## config.mk

```make
export PLATFORM = sky130hd
export DESIGN_NAME = uart_tx_scheduler
export DESIGN_NICKNAME = d
export VERILOG_FILES = /design/src/rtl/uart_pkg.sv /design/src/rtl/uart_rr_arbiter.sv /design/src/rtl/uart_tx_scheduler.sv
export SDC_FILE = /design/constraint.sdc
export NUM_CORES = 1
export LEC_CHECK = 0
export ABC_AREA = 1
export CAP_MARGIN = 15
export CORE_UTILIZATION = 35
export CTS_CLUSTER_DIAMETER = 150
export CTS_CLUSTER_SIZE = 40
export DETAILED_ROUTE_END_ITERATION = 7
export PLACE_DENSITY_LB_ADDON = 0.2
export SYNTH_ARGS = -nofsm -noshare
export SYNTH_HDL_FRONTEND = slang
export SYNTH_SLANG_ARGS = --single-unit
```

## constraint.sdc

```tcl
create_clock -name clk -period 3.3 [get_ports clk]
set_clock_uncertainty 0.2 [all_clocks]
set_input_delay 0.33 -clock clk [delete_from_list [all_inputs] [get_ports clk]]
set_output_delay 0.33 -clock clk [all_outputs]
set_load 0.02 [all_outputs]
```

## src/rtl/uart_pkg.sv

```systemverilog
// Shared UART definitions: transmit FSM states and
// default framing / divider constants.
package uart_pkg;

   typedef enum logic [2:0] {
      IDLE,
      WAIT,
      START,
      DATA,
      STOP
   } tx_state_e;

   localparam int UART_DATA_W    = 8;
   localparam int UART_STOP_BITS = 1;
   localparam int TX_DIV         = 217;
   localparam int RX_DIV         = 14;

endpackage

```

## src/rtl/uart_rr_arbiter.sv

```systemverilog
// Combinational round-robin arbiter: rotate requests to ptr,
// pick the lowest set bit, rotate the index back.
module uart_rr_arbiter #(
   parameter int NUM_REQ = 4,
   parameter int ID_W    = $clog2(NUM_REQ)
) (
   input  logic [NUM_REQ-1:0] req,
   input  logic [ID_W-1:0]    ptr,
   input  logic               en,
   output logic [NUM_REQ-1:0] grant,
   output logic [ID_W-1:0]    grant_idx,
   output logic               any
);

   logic [NUM_REQ-1:0] rot;
   logic [ID_W-1:0]    off;
   logic [ID_W:0]      sum;

   assign rot = NUM_REQ'({req, req} >> ptr);

   always_comb begin
      off = '0;
      for (int i = NUM_REQ - 1; i >= 0; i--) begin
         if (rot[i]) off = ID_W'(i);
      end
   end

   always_comb begin
      sum = {1'b0, ptr} + {1'b0, off};
      if (sum >= (ID_W + 1)'(NUM_REQ)) begin
         sum = sum - (ID_W + 1)'(NUM_REQ);
      end
   end

   assign grant_idx = sum[ID_W-1:0];
   assign any       = en & (|req);
   assign grant     = any ? (NUM_REQ'(1) << grant_idx) : '0;

endmodule

```

## src/rtl/uart_tx_scheduler.sv

```systemverilog
// Round-robin byte scheduler feeding one 8N1 UART tx line,
// bit timing driven by the baud generator's tx_enb tick.
module uart_tx_scheduler
   import uart_pkg::*;
#(
   parameter int NUM_REQ = 4,
   parameter int DATA_W  = UART_DATA_W,
   parameter int ID_W    = $clog2(NUM_REQ)
) (
   input  logic                      clk,
   input  logic                      rst,
   input  logic                      tx_enb,
   input  logic [NUM_REQ-1:0]        req_valid,
   input  logic [NUM_REQ*DATA_W-1:0] req_data,
   output logic [NUM_REQ-1:0]        req_ready,
   output logic                      tx,
   output logic                      busy,
   output logic [ID_W-1:0]           grant_id
);

   localparam int CNT_W = $clog2(DATA_W);
   localparam logic [CNT_W-1:0] LAST = CNT_W'(DATA_W - 1);

   tx_state_e          state;
   logic [ID_W-1:0]    ptr;
   logic [ID_W-1:0]    ptr_nxt;
   logic [CNT_W-1:0]   bit_cnt;
   logic [DATA_W-1:0]  shift_reg;
   logic [DATA_W-1:0]  win_data;
   logic [NUM_REQ-1:0] arb_grant;
   logic [ID_W-1:0]    win_idx;
   logic               arb_any;
   logic               arb_en;

   // Ready must stay low while reset is held, even once state is IDLE.
   assign arb_en = (state == IDLE) && !rst;

   uart_rr_arbiter #(
      .NUM_REQ (NUM_REQ),
      .ID_W    (ID_W)
   ) u_arb (
      .req       (req_valid),
      .ptr       (ptr),
      .en        (arb_en),
      .grant     (arb_grant),
      .grant_idx (win_idx),
      .any       (arb_any)
   );

   assign req_ready = arb_grant;
   assign win_data  = req_data[win_idx*DATA_W +: DATA_W];
   assign ptr_nxt   = (win_idx == ID_W'(NUM_REQ - 1)) ?
                      '0 : win_idx + 1'b1;

   always_ff @(posedge clk) begin
      if (rst) begin
         state     <= IDLE;
         tx        <= 1'b1;
         busy      <= 1'b0;
         grant_id  <= '0;
         ptr       <= '0;
         bit_cnt   <= '0;
         shift_reg <= '0;
      end else begin
         unique case (state)
            IDLE: begin
               tx <= 1'b1;
               if (arb_any) begin
                  shift_reg <= win_data;
                  grant_id  <= win_idx;
                  ptr       <= ptr_nxt;
                  busy      <= 1'b1;
                  state     <= WAIT;
               end
            end
            WAIT: begin
               if (tx_enb) begin
                  tx    <= 1'b0;
                  state <= START;
               end
            end
            START: begin
               if (tx_enb) begin
                  tx      <= shift_reg[0];
                  bit_cnt <= '0;
                  state   <= DATA;
               end
            end
            DATA: begin
               if (tx_enb) begin
                  if (bit_cnt == LAST) begin
                     tx    <= 1'b1;
                     state <= STOP;
                  end else begin
                     shift_reg <= shift_reg >> 1;
                     tx        <= shift_reg[1];
                     bit_cnt   <= bit_cnt + 1'b1;
                  end
               end
            end
            STOP: begin
               if (tx_enb) begin
                  busy  <= 1'b0;
                  state <= IDLE;
               end
            end
            default: state <= IDLE;
         endcase
      end
   end

endmodule

```

==> qor.yml <==
logic_synthesis:
  synthTopCellsByCount: "nand2_1 (43), nand3_1 (26), dfxtp_1 (20), mux2i_1 (14), o21ai_0 (14)"
  synth_flop_cell: "dfxtp_1"
  async_flop_share: 0
  syn_avg_cell_area_um2: 7.19
  yosysMostFrequentCell: "nand2_1"
  yosysWarningCount: 0
  syn_area_um2: 1500
  synth_nets: 251
  synth_top_area_frac: 0.268
  synthTopCellsByArea: "dfxtp_1 (27%), nand2_1 (11%), mux2i_1 (9.4%), nand3_1 (8.7%), nand3_2 (4.7%)"
  ys_seq_elements: 20
  synth-edff-count: 0
  ys_seq_area_frac: 0.268
  synth_largest_area_cell: "dfxtp_1"
  syn_inst: 208
  synth_cell_types: 29
worst_setup_path:
  cp.arrival_ps: 2540
  reg2reg_depth: 12
  r2r_end: "ptr[0]"
  cp_data_required_time_ps: 2770
  path_class: "primary input to primary output"
  worst-path-max-fanout: 5
  cp-start-kind: "primary input"
  end_kind: "primary output"
  reg2reg_from: "ptr[1]"
  r2r_slack_ps: 780
  startpoint: "req_valid[3]"
status:
  outcome: "complete, no violations"
hold_path:
  hp-class: "flop to flop"
  holdPathStages: 2
  worstHoldStart: "bit_cnt[1]"
  hold-path-endpoint: "bit_cnt[1]"
sta:
  finalHoldViolCount: 0
  slew_headroom: 0.763
  rsz0062_at_grt: "false"
  timing.setup.tns_ps: 0
  fin_crit_sh: 0.930
  max_freq_mhz: 326
  finalCriticalPeriod_ps: 3070
  setup_viol: 0
  tightest_slew_ps: 356
  maxSlewViolCount: 0
die:
  die_y_um: 67.4
  start_util: 0.369
  die-area_um2: 4540
  fp.coreArea_um2: 4060
  dieWidth_um: 67.4
  rows: 23
  io-pin-count: 47
detailed_routing:
  via_per_inst: 4.86
  routed_wl_um: 3440
  drc: 0
  wire_per_inst_um: 11.0
  drt_iter0_drc: 67
  dr_total_vias: 1520
  postRouteAntennaNets: 0
  dr.pass1.iters: 4
pwr:
  p_total_mw: 1.88
  p_per_area_nw_per_um2: 877
  peakVddDrop_mv: 0.313
  p_leak_nw: 0.995
clock_tree:
  cts_made_buffers: 3
  clock_latency_ps: 260
  cts.sinks: 20
  cts_htree_levels: 1
  cts-root-buf: "clkbuf_8"
  post_cts_buffers: 0
  cts_tree: "built"
  path_clk_slew_ps: 70
  clockBufferDepth: 2
global_routing:
  grt_overflow: 0
  antenna_found_initial: 0
  grt_max_degree: 18
  grt_pass1_wl_um: 6010
  grt.total_usage: 0.173
  first_global_vias: 1480
layout:
  fin_nets: 307
  drive_above_1_share: 0.217
  final_core_util: 0.527
  final_cell_area_um2: 2140
  antenna_cells: 0
  largest_reg_flops: 8
  area_delta_synth_final_pct: 43.0
run:
  drv_cap: 0
place:
  portBuffers: 46
  gp_congestion: 0.835
  dp_hpwl_um: 2740
  place_area_um2: 2070
==> metal layers <==
layer | vias up | wire (um) | GRT usage
li1 | 814 | - | -
met4 | 0 | 23 | 0.0319
met2 | 37 | 1710 | 0.326
met3 | 4 | 163 | 0.0422
met5 | - | 0 | 0
met1 | 665 | 1550 | 0.196
==> cells by family (layout without fill, tap and decap cells) <==
logic type	count (synthesis)	in the layout	synth area share
flops	20	20	0.268
mux	14	14	0.0936
fa+ha+maj	4	4	0.0334
compound gates	38	38	0.159
xor+xnor	1	1	0.0109
buf+inv	27	82	0.0761
simple gates	104	104	0.360
==> worst max-delay path by stage <==
stage	end	slack [ps]	depth (start not counted)
after global routing	req_ready[3]	60	15
after detailed placement	req_ready[3]	-30	15
after global placement	req_ready[1]	-40	13
after CTS	req_ready[0]	0.04	12
final	req_ready[3]	230	15
after floorplan	req_ready[0]	580	13
==> layout by cell type (no fill, tap or decap), drive strengths merged, types with 2 or more instances in the layout <==
cell,Yosys,routed
a21oi,19,19
buf,3,11
clkbuf,3,4
clkdlybuf4s50,0,42
dfxtp,20,20
dlygate4sd2,0,2
dlymetal6s2s,0,2
ha,4,4
inv,20,20
mux2i,14,14
nand2,56,56
nand3,34,34
nor2,12,12
nor3,2,2
o21ai,15,15
==> layout make-up <==
| type | count | area, um^2 |
|---|---|---|
| Tap cell | 50 | 62.6 |
| Timing Repair Buffer | 57 | 546 |
| Clock buffer | 4 | 55.1 |
| Multi-Input combinational cell | 161 | 996 |
| Sequential cell | 20 | 402 |
| Fill cell | 406 | 1920 |
| Inverter | 21 | 78.8 |
==> worst max-delay path, stage by stage <==
cell             delay (ps)
clkdlybuf4s50_1         460
nand2_1                 110
nand3_1                  90
nand2_1                  80
nand3_1                  70
a21boi_1                140
ha_2                    230
xor2_4                  190
inv_2                    60
nand3_4                  90
nand2_4                  70
ha_1                    210
inv_1                    50
nor2_1                   30
dlygate4sd2_1           310
==> metrics by stage <==
step,setup slack [ps],hold WS (ps),cells
2_1_floorplan,583,244,208
3_3_place_gp,-35.3,252,309
3_5_place_dp,-26.9,262,309
4_1_cts,0.0402,273,313
5_1_grt,59.8,303,313
6_report,230,269,313
==> timing repair <==
action,4_1_cts,5_1_grt
hold buffers,0,0
pin swaps,0,1
endpoints found under the setup margin,2,3
resized for setup,2,6
==> where the power goes <==
part | total (mW) | leakage, nW | switching [mW] | internal [mW]
logic | 1.29 | 0.802 | 0.721 | 0.570
clock network | 0.187 | 0.0288 | 0.0806 | 0.106
registers | 0.398 | 0.165 | 0.0664 | 0.332
Note: power is estimated with default switching activity, not from simulation.
